## src/rtl/uart_rx_param.sv

```systemverilog
// uart_rx_param: parametrised UART receiver with parity, framing and overrun flags.
// Define UART_RX_MAJORITY_EN to take each bit as a 2-of-3 vote around the bit centre.
module uart_rx_param #(
   parameter int CLK_DIV   = 16,
   parameter int DATA_BITS = 8,
   parameter int STOP_BITS = 1
) (
   input  logic                 clk,
   input  logic                 reset,
   input  logic                 RxD,
   input  logic                 rdrf_clr,
   input  logic [1:0]           parity,
   output logic [DATA_BITS-1:0] rx_data,
   output logic                 rdrf,
   output logic                 FE,
   output logic                 PE,
   output logic                 OE
);
   localparam int CW = $clog2(CLK_DIV);
   localparam logic [CW-1:0] LAST = CW'(CLK_DIV - 1);
   localparam logic [CW-1:0] MID = CW'(CLK_DIV / 2 - 1);
   typedef enum logic [2:0] {IDLE, START, DATA, PAR, STOP, BREAK} state_t;
   state_t state;
   logic rxd_m, rxd_s, smp, tick, sidx, pe_p, fe_p;
   logic [CW-1:0] cnt;
   logic [3:0] bidx;
   logic [1:0] pmode;
   logic [DATA_BITS-1:0] sh;
`ifdef UART_RX_MAJORITY_EN
   logic rxd_p;
   always_ff @(posedge clk or posedge reset)
      if (reset) rxd_p <= 1'b1;
      else rxd_p <= rxd_s;
   // rxd_m already holds what rxd_s shows one clk later, so the vote adds no latency
   assign smp = (rxd_p & rxd_s) | (rxd_p & rxd_m) | (rxd_s & rxd_m);
`else
   assign smp = rxd_s;
`endif
   assign tick = cnt == LAST;
   always_ff @(posedge clk or posedge reset) begin
      if (reset) begin
         state   <= IDLE;
         rxd_m   <= 1'b1;
         rxd_s   <= 1'b1;
         cnt     <= '0;
         bidx    <= '0;
         sidx    <= 1'b0;
         pe_p    <= 1'b0;
         fe_p    <= 1'b0;
         pmode   <= '0;
         sh      <= '0;
         rx_data <= '0;
         rdrf    <= 1'b0;
         FE      <= 1'b0;
         PE      <= 1'b0;
         OE      <= 1'b0;
      end else begin
         rxd_m <= RxD;
         rxd_s <= rxd_m;
         cnt   <= tick ? '0 : cnt + CW'(1);
         if (rdrf_clr) rdrf <= 1'b0;
         case (state)
            IDLE: begin
               cnt   <= '0;
               bidx  <= '0;
               sidx  <= 1'b0;
               pe_p  <= 1'b0;
               fe_p  <= 1'b0;
               pmode <= parity;
               if (!rxd_s) state <= START;
            end
            START: if (cnt == MID) begin
               cnt   <= '0;
               state <= smp ? IDLE : DATA;
            end
            DATA: if (tick) begin
               sh   <= {smp, sh[DATA_BITS-1:1]};
               bidx <= bidx + 4'd1;
               if (bidx == 4'(DATA_BITS - 1))
                  state <= (pmode == 2'b01 || pmode == 2'b10) ? PAR : STOP;
            end
            PAR: if (tick) begin
               pe_p  <= smp ^ (^sh) ^ pmode[1];
               state <= STOP;
            end
            STOP: if (tick) begin
               if (sidx == 1'(STOP_BITS - 1)) begin
                  rx_data <= sh;
                  rdrf    <= 1'b1;
                  FE      <= fe_p | ~smp;
                  PE      <= pe_p;
                  OE      <= rdrf & ~rdrf_clr;
                  state   <= (fe_p | ~smp) ? BREAK : IDLE;
               end else begin
                  fe_p <= fe_p | ~smp;
                  sidx <= 1'b1;
               end
            end
            BREAK: if (rxd_s) state <= IDLE;
            default: state <= IDLE;
         endcase
      end
   end
endmodule

```

## config.mk

```make
export PLATFORM = sky130hd
export DESIGN_NAME = uart_rx_param
export DESIGN_NICKNAME = d
export VERILOG_FILES = /design/src/rtl/uart_rx_param.sv
export SDC_FILE = /design/constraint.sdc
export NUM_CORES = 1
export LEC_CHECK = 0
export ABC_AREA = 1
export CAP_MARGIN = 20
export CORE_MARGIN = 8
export CORE_UTILIZATION = 50
export CTS_CLUSTER_DIAMETER = 150
export CTS_CLUSTER_SIZE = 24
export DETAILED_ROUTE_END_ITERATION = 8
export PLACE_DENSITY = 0.74
export SLEW_MARGIN = 20
export SYNTH_ARGS = -nofsm -noshare
export SYNTH_HDL_FRONTEND = slang
export SYNTH_SLANG_ARGS = --single-unit
```

## constraint.sdc

```tcl
create_clock -name clk -period 1.29 [get_ports clk]
set_input_delay 0.258 -clock clk [delete_from_list [all_inputs] [get_ports clk]]
set_output_delay 0.258 -clock clk [all_outputs]
set_load 0.05 [all_outputs]
```

==> results.tsv <==
stage	metric	value	unit
floorplan	vertical_die_dimension	76.61	um
timing	finalSetupViolations	28	
setup_path	worst-setup-path-type	reg -> reg	
floorplan	top_level_ports	18	
global_route	number_of_antenna_violations_at_the_first_check_in_global_routing	0	
detailed_routing	drcViolationCount	0	
detailed_routing	drt_first_pass_iters	4	
global_route	grt_pass1_wl	6803	um
timing	setup_ws	-178.8	ps
yosys	synth_nets	225	
detailed_routing	via_count	1593	
yosys	synth_cell_type_count	24	
flow_run	max-cap-violations	0	
yosys	seq_area_frac_synth	0.5191	
yosys	warning_count_from_the_yosys_run	0	
setup_path	worst-path-max-fanout	6	
timing	min_period	1469	ps
timing	tightestPinTransition	305.6	ps
detailed_routing	antenna_left	0	
timing	final_max_slew_viol_count	0	
outcome	failed_checks	negative setup slack	
clock_tree	cts_tree	built	
setup_path	cp_bufs_invs	1	
setup_path	critical_path.slowest_cell	sky130_fd_sc_hd__dfrtp_1	
outcome	run_status	complete, but fails checks	
placed_design	place.gp.congestion	0.8251	
setup_path	critical_path.startpoint_type	flip-flop	
yosys	post_synth_instance_area	1837	um2
timing	timing.fmax	0.6808	GHz
min_path	timing.hold.worst.class	in -> async	
floorplan	floorplan.die_area	5869	um2
timing	rsz0062_at_grt	yes	
global_route	overflow	0	
setup_path	cp-end-kind	flip-flop	
detailed_routing	routed_wire_length_per_instance	14.01	um
power	total_leakage_power	0.001282	uW
placed_design	port_buffers	17	
timing	max_slew_margin_vs_limit	0.7963	
setup_path	critPathArrivalTime	1650	ps
setup_path	worstSetupPathDepth	10	
floorplan	core_region_area	3606	um2
finish	number_of_inserted_diodes	0	
placed_design	place_ws	-179.1	ps
floorplan	rows	22	
floorplan	start_util	0.5094	
setup_path	cpLargestDelayFamily	simple AND/OR/NAND/NOR gates	
clock_tree	clk-insertion-delay-late	290	ps
yosys	post_synth.cell_area_avg	8.464	um2
power	power-per-cell-area	1295	nW/um2
setup_path	critical_path.cell_chain	ha_2 -> nand2_2 -> nor2_4 -> inv_2 -> nand2_2 -> nand2_2 -> nor2_2 -> nand2_2 -> nand2_1 -> o21ai_2	
timing	final_hold_viol_count	0	
clock_tree	cts_max_level	2	
power	power.ir.vdd_worst	0.8775	mV
global_route	grt_max_degree	25	
global_route	gr-usage-all-layers	0.1407	
clock_tree	clockBufferDepth	2	
floorplan	die_w	76.61	um
detailed_routing	drtIter0Drc	55	
finish	fin_nets	277	
global_route	first_global_vias	1559	
detailed_routing	drt-total-wl	4454	um
finish	fillCellCount	245	
clock_tree	cts_root_buffer	sky130_fd_sc_hd__clkbuf_8	
finish	proportion_of_layout_cells_with_a_drive_suffix_above_1	0.4148	
setup_path	worstPathRequired	1470	ps
clock_tree	cts-hold-fix-buffers	0	
clock_tree	tritoncts.num_buffers	5	
finish	area_growth	44.28	%
clock_tree	clk_transition_reported_paths	70	ps
placed_design	dp_hpwl	2833	um
timing	finalCritPeriodShare	1.139	
yosys	post_synth_inst_count	217	
finish	fin_util	0.7349	
clock_tree	cts_num_sinks	38	
timing	final.setup_skew	10.53	ps
setup_path	worst-r2r-cell-count	10	
detailed_routing	via_per_inst	5.009	
setup_path	crit_path_max_incr_delay	360	ps
yosys	synth_seq_cells	38	
setup_path	crit_path_frequent_cell	sky130_fd_sc_hd__nand2_2	
## layer usage
| layer | GRT usage | routed length (um) | up-vias |
|---|---|---|---|
| met2 | 0.2502 | 2358 | 34 |
| met1 | 0.1558 | 1812 | 763 |
| li1 | - | - | 786 |
| met5 | 0 | 0 | - |
| met3 | 0.03066 | 171 | 10 |
| met4 | 0.06346 | 111 | 0 |
## placed cells by master, fill, tap and decap left out, drive strengths merged
| cell | Yosys | routed |
|---|---|---|
| a211oi | 1 | 1 |
| a21oi | 4 | 4 |
| buf | 3 | 40 |
| clkbuf | 0 | 6 |
| clkdlybuf4s50 | 0 | 5 |
| clkinv | 0 | 3 |
| dfrtp | 36 | 36 |
| dfstp | 2 | 2 |
| ha | 2 | 2 |
| inv | 29 | 31 |
| nand2 | 71 | 71 |
| nand3 | 8 | 8 |
| nand4 | 1 | 1 |
| nor2 | 19 | 19 |
| nor3 | 5 | 5 |
| o21ai | 28 | 28 |
| o31ai | 1 | 1 |
| xnor2 | 4 | 4 |
| xor2 | 3 | 3 |
## cell type report
cell class	instances	area, um2	share of cell area
Clock inverter	2	10.01	0.003777
Inverter	29	116.4	0.04391
Multi-Input combinational cell	147	863.3	0.3258
Timing Repair inverter	3	38.79	0.01464
Timing Repair Buffer	45	533.0	0.2011
Tap cell	48	60.06	0.02266
Sequential cell	38	955.9	0.3607
Clock buffer	6	72.57	0.02738
## report_power, final
| part | switching [uW] | total (uW) | internal (uW) |
|---|---|---|---|
| Sequential | 99.1 | 1420 | 1320 |
| Clock | 415 | 790 | 374 |
| Combinational | 676 | 1230 | 550 |
| Total | 1190 | 3430 | 2240 |
## stage by stage
stage / hold WS, ps / cells / setup TNS [ps] / area (um2) / power (uW)
global route: 314.1 / 318 / -5474 / 2650 / 3612
detailed placement: 349.5 / 302 / -2723 / 2347 / 2492
global placement: 345.6 / 302 / -1792 / 2347 / 2462
floorplan: 262.5 / 217 / -836.4 / 1839 / 2064
finish: 277.2 / 318 / -3037 / 2650 / 3431
CTS: 280.5 / 314 / -1637 / 2537 / 3315
## tightest hold or removal path, delay by kind of cell
| family | cells | cell delay (ps) |
|---|---|---|
| buffers and inverters | 3 | 670 |
## registers in the layout, indices dropped and copies added (netlist names)
signal,cells
rdrf,1
rx_data,8
PE,1
pe_p,1
sidx,1
state,3
rxd_s,1
OE,1
pmode,2
fe_p,1
cnt,4
sh,8
rxd_m,1
FE,1
bidx,4
## worst paths after layout
check                                  from                    to  slack [ps]
setup / recovery           cnt[0]$_DFF_PP0_  state[2]$_DFFE_PP0P_        -180
hold / removal                        reset   bidx[0]$_DFFE_PP0P_         280
setup reg to reg           cnt[0]$_DFF_PP0_  state[2]$_DFFE_PP0P_        -180
hold reg to reg             rxd_m$_DFF_PP1_       rxd_s$_DFF_PP1_         360
max in group asynchronous             reset  state[2]$_DFFE_PP0P_         710
min in group clk            rxd_m$_DFF_PP1_       rxd_s$_DFF_PP1_         360
## cell usage after synthesis
library cell,n,share of area
sky130_fd_sc_hd__a211oi_1,1,0.0041
sky130_fd_sc_hd__a21oi_1,4,0.011
sky130_fd_sc_hd__buf_2,1,0.0027
sky130_fd_sc_hd__buf_6,2,0.012
sky130_fd_sc_hd__dfrtp_1,36,0.49
sky130_fd_sc_hd__dfstp_2,2,0.029
sky130_fd_sc_hd__ha_1,2,0.014
sky130_fd_sc_hd__inv_1,26,0.053
sky130_fd_sc_hd__inv_2,3,0.0061
sky130_fd_sc_hd__nand2_1,68,0.14
sky130_fd_sc_hd__nand2_2,3,0.010
sky130_fd_sc_hd__nand3_1,6,0.016
sky130_fd_sc_hd__nand3_2,2,0.011
sky130_fd_sc_hd__nand4_1,1,0.0034
sky130_fd_sc_hd__nor2_1,18,0.037
sky130_fd_sc_hd__nor2_4,1,0.0061
sky130_fd_sc_hd__nor3_1,3,0.0082
sky130_fd_sc_hd__nor3_2,2,0.011
sky130_fd_sc_hd__o21ai_0,15,0.041
sky130_fd_sc_hd__o21ai_1,2,0.0054
sky130_fd_sc_hd__o21ai_2,11,0.052
sky130_fd_sc_hd__o31ai_1,1,0.0041
sky130_fd_sc_hd__xnor2_1,4,0.019
sky130_fd_sc_hd__xor2_1,3,0.014
## logic make-up (layout without fill, tap and decap cells)
group | after synthesis | after routing | share of synthesized area
AND/OR/NAND/NOR | 104 | 104 | 0.2418
flip-flops | 38 | 38 | 0.5191
buffers and inverters | 32 | 85 | 0.07424
AO/OA/AOI/OAI | 34 | 34 | 0.1178
XOR/XNOR | 7 | 7 | 0.03338
adder cells (fa/ha/maj) | 2 | 2 | 0.01362
## what timing repair did
action                     CTS  global route
pin swaps                    3            13
gates cloned                 2             1
resized for setup           32            30
setup endpoints to repair   31            36
hold endpoints to repair     0             0
setup buffers                2             3
(Power assumes the default switching activity.)
